### src/rtl/sdram_arbiter.sv
// Fixed-priority arbiter sharing one SDRAM controller among NUM_PORTS requesters.
// One transaction in flight; ack and read data are routed back to the granted port.
module sdram_arbiter #(
    parameter int NUM_PORTS  = 4,
    parameter int ADDR_WIDTH = 23,
    parameter int DATA_WIDTH = 32
) (
    input  logic                             clk,
    input  logic                             reset_n,
    input  logic                             download,
    input  logic [NUM_PORTS-1:0]             port_req,
    input  logic [NUM_PORTS-1:0]             port_we,
    input  logic [NUM_PORTS*ADDR_WIDTH-1:0]  port_addr,
    input  logic [NUM_PORTS*DATA_WIDTH-1:0]  port_data,
    output logic [NUM_PORTS-1:0]             port_ack,
    output logic [NUM_PORTS-1:0]             port_valid,
    output logic [DATA_WIDTH-1:0]            port_q,
    output logic                             sdram_req,
    output logic                             sdram_we,
    output logic [ADDR_WIDTH-1:0]            sdram_addr,
    output logic [DATA_WIDTH-1:0]            sdram_data,
    input  logic                             sdram_ack,
    input  logic                             sdram_valid,
    input  logic [DATA_WIDTH-1:0]            sdram_q
);

    localparam int GW = (NUM_PORTS > 1) ? $clog2(NUM_PORTS) : 1;

    localparam logic [1:0] IDLE = 2'd0;
    localparam logic [1:0] REQ  = 2'd1;
    localparam logic [1:0] WAIT = 2'd2;
    localparam logic [1:0] DONE = 2'd3;

    logic [1:0]           state;
    logic [GW-1:0]        grant;
    logic [NUM_PORTS-1:0] eligible;
    logic [GW-1:0]        pick;
    logic                 any_req;

    // During download only the ROM writer on port 0 may be granted.
    always_comb begin
        eligible = port_req;
        if (download)
            eligible = port_req & NUM_PORTS'(1);
    end

    // Lowest index wins: scan downward so the last hit is the smallest index.
    always_comb begin
        pick    = '0;
        any_req = 1'b0;
        for (int i = NUM_PORTS - 1; i >= 0; i--) begin
            if (eligible[i]) begin
                pick    = GW'(i);
                any_req = 1'b1;
            end
        end
    end

    always_ff @(posedge clk or negedge reset_n) begin
        if (!reset_n) begin
            state      <= IDLE;
            grant      <= '0;
            sdram_req  <= 1'b0;
            sdram_we   <= 1'b0;
            sdram_addr <= '0;
            sdram_data <= '0;
            port_ack   <= '0;
            port_valid <= '0;
            port_q     <= '0;
        end else begin
            port_ack   <= '0;
            port_valid <= '0;
            case (state)
                IDLE: begin
                    if (any_req) begin
                        grant      <= pick;
                        sdram_req  <= 1'b1;
                        sdram_we   <= port_we[pick];
                        sdram_addr <= port_addr[pick*ADDR_WIDTH +: ADDR_WIDTH];
                        sdram_data <= port_data[pick*DATA_WIDTH +: DATA_WIDTH];
                        state      <= REQ;
                    end
                end
                REQ: begin
                    // sdram_valid arriving with the ack is dropped on purpose.
                    if (sdram_ack) begin
                        sdram_req       <= 1'b0;
                        port_ack[grant] <= 1'b1;
                        state           <= sdram_we ? DONE : WAIT;
                    end
                end
                WAIT: begin
                    if (sdram_valid) begin
                        port_q            <= sdram_q;
                        port_valid[grant] <= 1'b1;
                        state             <= DONE;
                    end
                end
                default: begin
                    // Gives the acked requester a cycle to drop port_req.
                    state <= IDLE;
                end
            endcase
        end
    end

endmodule
### config.mk
export PLATFORM = sky130hd
export DESIGN_NAME = sdram_arbiter
export DESIGN_NICKNAME = d
export VERILOG_FILES = /design/src/rtl/sdram_arbiter.sv
export SDC_FILE = /design/constraint.sdc
export NUM_CORES = 1
export LEC_CHECK = 0
export ABC_AREA = 1
export BUFFER_PORTS_ARGS = -buffer_cell sky130_fd_sc_hd__clkbuf_2
export CAP_MARGIN = 15
export CORE_AREA = 2 2 140 142
export CTS_CLUSTER_SIZE = 14
export DETAILED_ROUTE_END_ITERATION = 10
export DIE_AREA = 0 0 142 144
export PLACE_DENSITY = 0.71
export REMOVE_ABC_BUFFERS = 1
export SLEW_MARGIN = 40
export SYNTH_ARGS = -nofsm -noshare
export SYNTH_HDL_FRONTEND = slang
export SYNTH_SLANG_ARGS = --single-unit
### constraint.sdc
create_clock -name clk -period 1.7 [get_ports clk]
set_clock_uncertainty 0.05 [all_clocks]
set_input_delay 0.255 -clock clk [delete_from_list [all_inputs] [get_ports clk]]
set_output_delay 0.255 -clock clk [all_outputs]
set_load 0.01 [all_outputs]
==> results.txt <==
----------------------------------------------------
[Clock network]
  H-Tree Depth ... 3
  Post-CTS clock slew at the launch and capture registers of the worst setup and hold paths ... 0.08 ns
  Latest clock arrival within the worst-skew pair ... 0.35 ns
  Clk root buf ... clkbuf_16
  Count of cells resized by post-cts repair ... 0
  Number of CTS-inserted buffers ... 9
  CTS sink cnt ... 101
  Clock Path Buffers ... 2
  Clock tree from TritonCTS ... yes

[Global routing]
  Final global-route overflow total ... 0
  Wire length of the first global-routing pass ... 33760 um
  Pin count of the biggest net entering global routing ... 61
  Number of global-route vias before repair ... 7043
  Total global-route track usage ... 0.2064
  Initial antenna violation count ... 0

[Floorplanning]
  Die outline width ... 142 um
  Die H ... 144 um
  Area of the core ... 0.01908 mm^2
  Number of top-level pins ... 362
  Starting density of the core ... 0.3531
  Cell row count ... 51
  Die Area ... 0.02045 mm^2

[Setup path]
  Critical path endpoint category ... flop
  Worst path arrival time ... 1.76 ns
  Type of the worst setup path ... flop to flop
  Origin of the worst setup path ... state[0]
  Worst Reg-to-Reg Cells ... 5
  Startpoint types ... flop
  Reg-to-reg setup timing slack ... 0.14 ns
  Reg2Reg Launch Point ... state[0]
  Required time worst endpoint ... 1.90 ns
  Worst setup path endpoint ... port_q[24]
  Maximum fanout count along the critical path ... 36
  Reg2reg end ... port_q[24]

[Outcome]
  Status ... complete, no violations

[Routing]
  Total wire length ... 21550 um
  Via density per instance ... 4.602
  Via Count ... 7441
  Iteration-0 DRC Markers ... 376
  DRC Markers ... 0
  Number of nets with antenna violations after routing ... 0
  DR WL/cell ... 13.33 um
  Detailed-routing iteration count for the pre-antenna-repair pass ... 5

[Pwr]
  Clock network power share ... 0.187
  Internal Dissipation ... 0.006815 W
  Worst-case vdd ir drop ... 0.4863 mV
  Power per Cell Area ... 1242 mW/mm^2
  Proportion of power drawn by flip-flops and latches ... 0.364
  Logic gate share of total power ... 0.450
  Static leakage power ... 6.014 nW
  Total net switching power ... 0.004662 W
  Net switching fraction of the power ... 0.4062

[Yosys]
  Cell area after synthesis ... 0.006738 mm^2
  Sequential element share of the synthesized area ... 0.3751
  Count of state elements after synthesis ... 101
  Number of synthesis warnings ... 0
  Synth unique cells ... 18
  Post-synthesis cell count ... 1038
  Post-synthesis average cell area ... 6.491 um^2

[Placement]
  Count of input and output buffers ... 361
  Pre-CTS setup slack ... 0.09621 ns
  Sum of net half-perimeters after detailed placement ... 16450 um
  Final GP Congestion ... 0.8851

[STA]
  Hold violation total from the final report ... 0
  Final sum of negative setup slack ... 0 ns
  Setup ws final ... 0.1409 ns
  Final critical-path share of the clock period ... 0.9171
  Rel. slew slack ... 0.7766
  Worst Tran Pin Value ... 0.3350 ns
  RSZ-0062 raised after global routing ... false
  Number of max-slew violations in the final report ... 0
  Post-layout min period ... 1.559 ns
  Achievable Freq ... 641.4 MHz
  Final setup violating endpoints ... 0

[Run]
  Maxcap violations ... 0

[Final layout]
  Proportion of layout cells with a drive suffix above 1 ... 0.3227
  Diode insertion count for antenna repair ... 0
  Layout Nets ... 1643
  Area grow syn2layout ... 37.12%

[Worst hold path]
  Startpoint of the lowest-slack hold path ... sdram_q[23]
  Worst hold path class ... input pin to flop

----------------------------------------------------
-- cell usage after synthesis --
library cell    n  share of area
nand2_2         3         0.0028
mux2_2         32          0.053
nor2_1         13         0.0072
buf_6           2         0.0033
buf_4          13          0.014
inv_2           4         0.0022
inv_1         232           0.13
nand2_1       350           0.19
buf_1           4         0.0022
nand3_1       225           0.17
a21oi_1         2         0.0015
buf_2          35          0.026
nor2_2          2         0.0019
nand3_2         1         0.0015
clkbuf_1        9         0.0050
ha_1            4         0.0074
dfrtp_1       101           0.38
o21ai_0         6         0.0045
-- flip-flops by register name, indices dropped and copies added (netlist names) --
| name | count |
|---|---|
| port_valid | 4 |
| sdram_data | 32 |
| state | 2 |
| port_ack | 4 |
| grant | 2 |
| port_q | 32 |
| sdram_we | 1 |
| sdram_req | 1 |
| sdram_addr | 23 |
-- layout make-up --
type,instances,area (um^2)
Fill cell,1966,9841
Multi-Input combinational cell,638,2995
Sequential cell,101,2527
Timing Repair Buffer,388,2215
Inverter,236,887.1
Tap cell,238,297.8
Clock buffer,9,225.2
Clock inverter,7,91.34
-- cells by family (layout without fill, tap and decap cells) --
logic type / count (synthesis) / count (layout) / synth area share
and+or+nand+nor: 594 / 594 / 0.3755
buffers and inverters: 299 / 640 / 0.1825
DFF: 101 / 101 / 0.3751
muxes: 32 / 32 / 0.05348
AOI/OAI and AO/OA: 8 / 8 / 0.005943
adders and majority gates: 4 / 4 / 0.007428
-- power groups by stage --
| stage | logic (W) | registers [W] | clock network [W] |
|---|---|---|---|
| 2_1_floorplan | 0.00223 | 0.00464 | 0 |
| 3_3_place_gp | 0.00515 | 0.00417 | 0 |
| 3_5_place_dp | 0.00524 | 0.00422 | 0 |
| 4_1_cts | 0.00525 | 0.00418 | 0.00223 |
| 5_1_grt | 0.00578 | 0.00432 | 0.00231 |
| 6_report | 0.00516 | 0.00418 | 0.00214 |
-- layer usage --
metal	vias up	share of wire	GRT usage
li1	3777	-	-
met1	3378	0.43	0.2540
met2	254	0.49	0.3671
met3	32	0.058	0.03841
met4	0	0.019	0.06316
met5	-	0	0
-- worst min path at each step --
| stage | cells past startpoint | slack [ns] | to |
|---|---|---|---|
| after global placement | 2 | 0.21 | sdram_addr[20] |
| after global routing | 2 | 0.05 | port_q[17] |
| after CTS | 2 | 0.05 | port_q[23] |
| final | 2 | 0.07 | port_q[23] |
| after floorplan | 0 | -0.09 | grant[0] |
| after detailed placement | 2 | 0.21 | sdram_addr[20] |
-- through the flow --
stage | instances | power (W) | area, um^2 | hold WS (ns) | util
6_report | 1617 | 0.01148 | 9239 | 0.07179 | 0.4842
3_3_place_gp | 1600 | 0.009324 | 8912 | 0.2100 | 0.4671
5_1_grt | 1617 | 0.01240 | 9239 | 0.05498 | 0.4842
4_1_cts | 1617 | 0.01166 | 9239 | 0.05028 | 0.4842
2_1_floorplan | 975 | 0.006873 | 6394 | -0.09059 | -
3_5_place_dp | 1600 | 0.009451 | 8912 | 0.2081 | 0.4671
-- cells in the final DEF (no fill, tap or decap), types with 9 or more instances in the layout --
cell type,instances
buf_12,16
buf_4,11
clkbuf_16,9
clkbuf_2,360
dfrtp_1,101
inv_1,232
mux2_2,32
nand2_1,350
nand3_1,225
nor2_1,13
-- worst max-delay path, stage by stage (launching register included) --
cell and delay, ns:
dfrtp_1 0.38, inv_1 0.08, ha_1 0.23, nand2_1 0.11
buf_12 0.22, mux2_2 0.37
-- timing repair --
| action | 4_1_cts | 5_1_grt |
|---|---|---|
| setup buffers | 0 | 0 |
| hold endpoints to repair | 101 | 0 |
| hold buffers | 1 | 0 |
| setup endpoints to repair | 0 | 0 |
No activity file was read; power rests on OpenSTA's default activity.
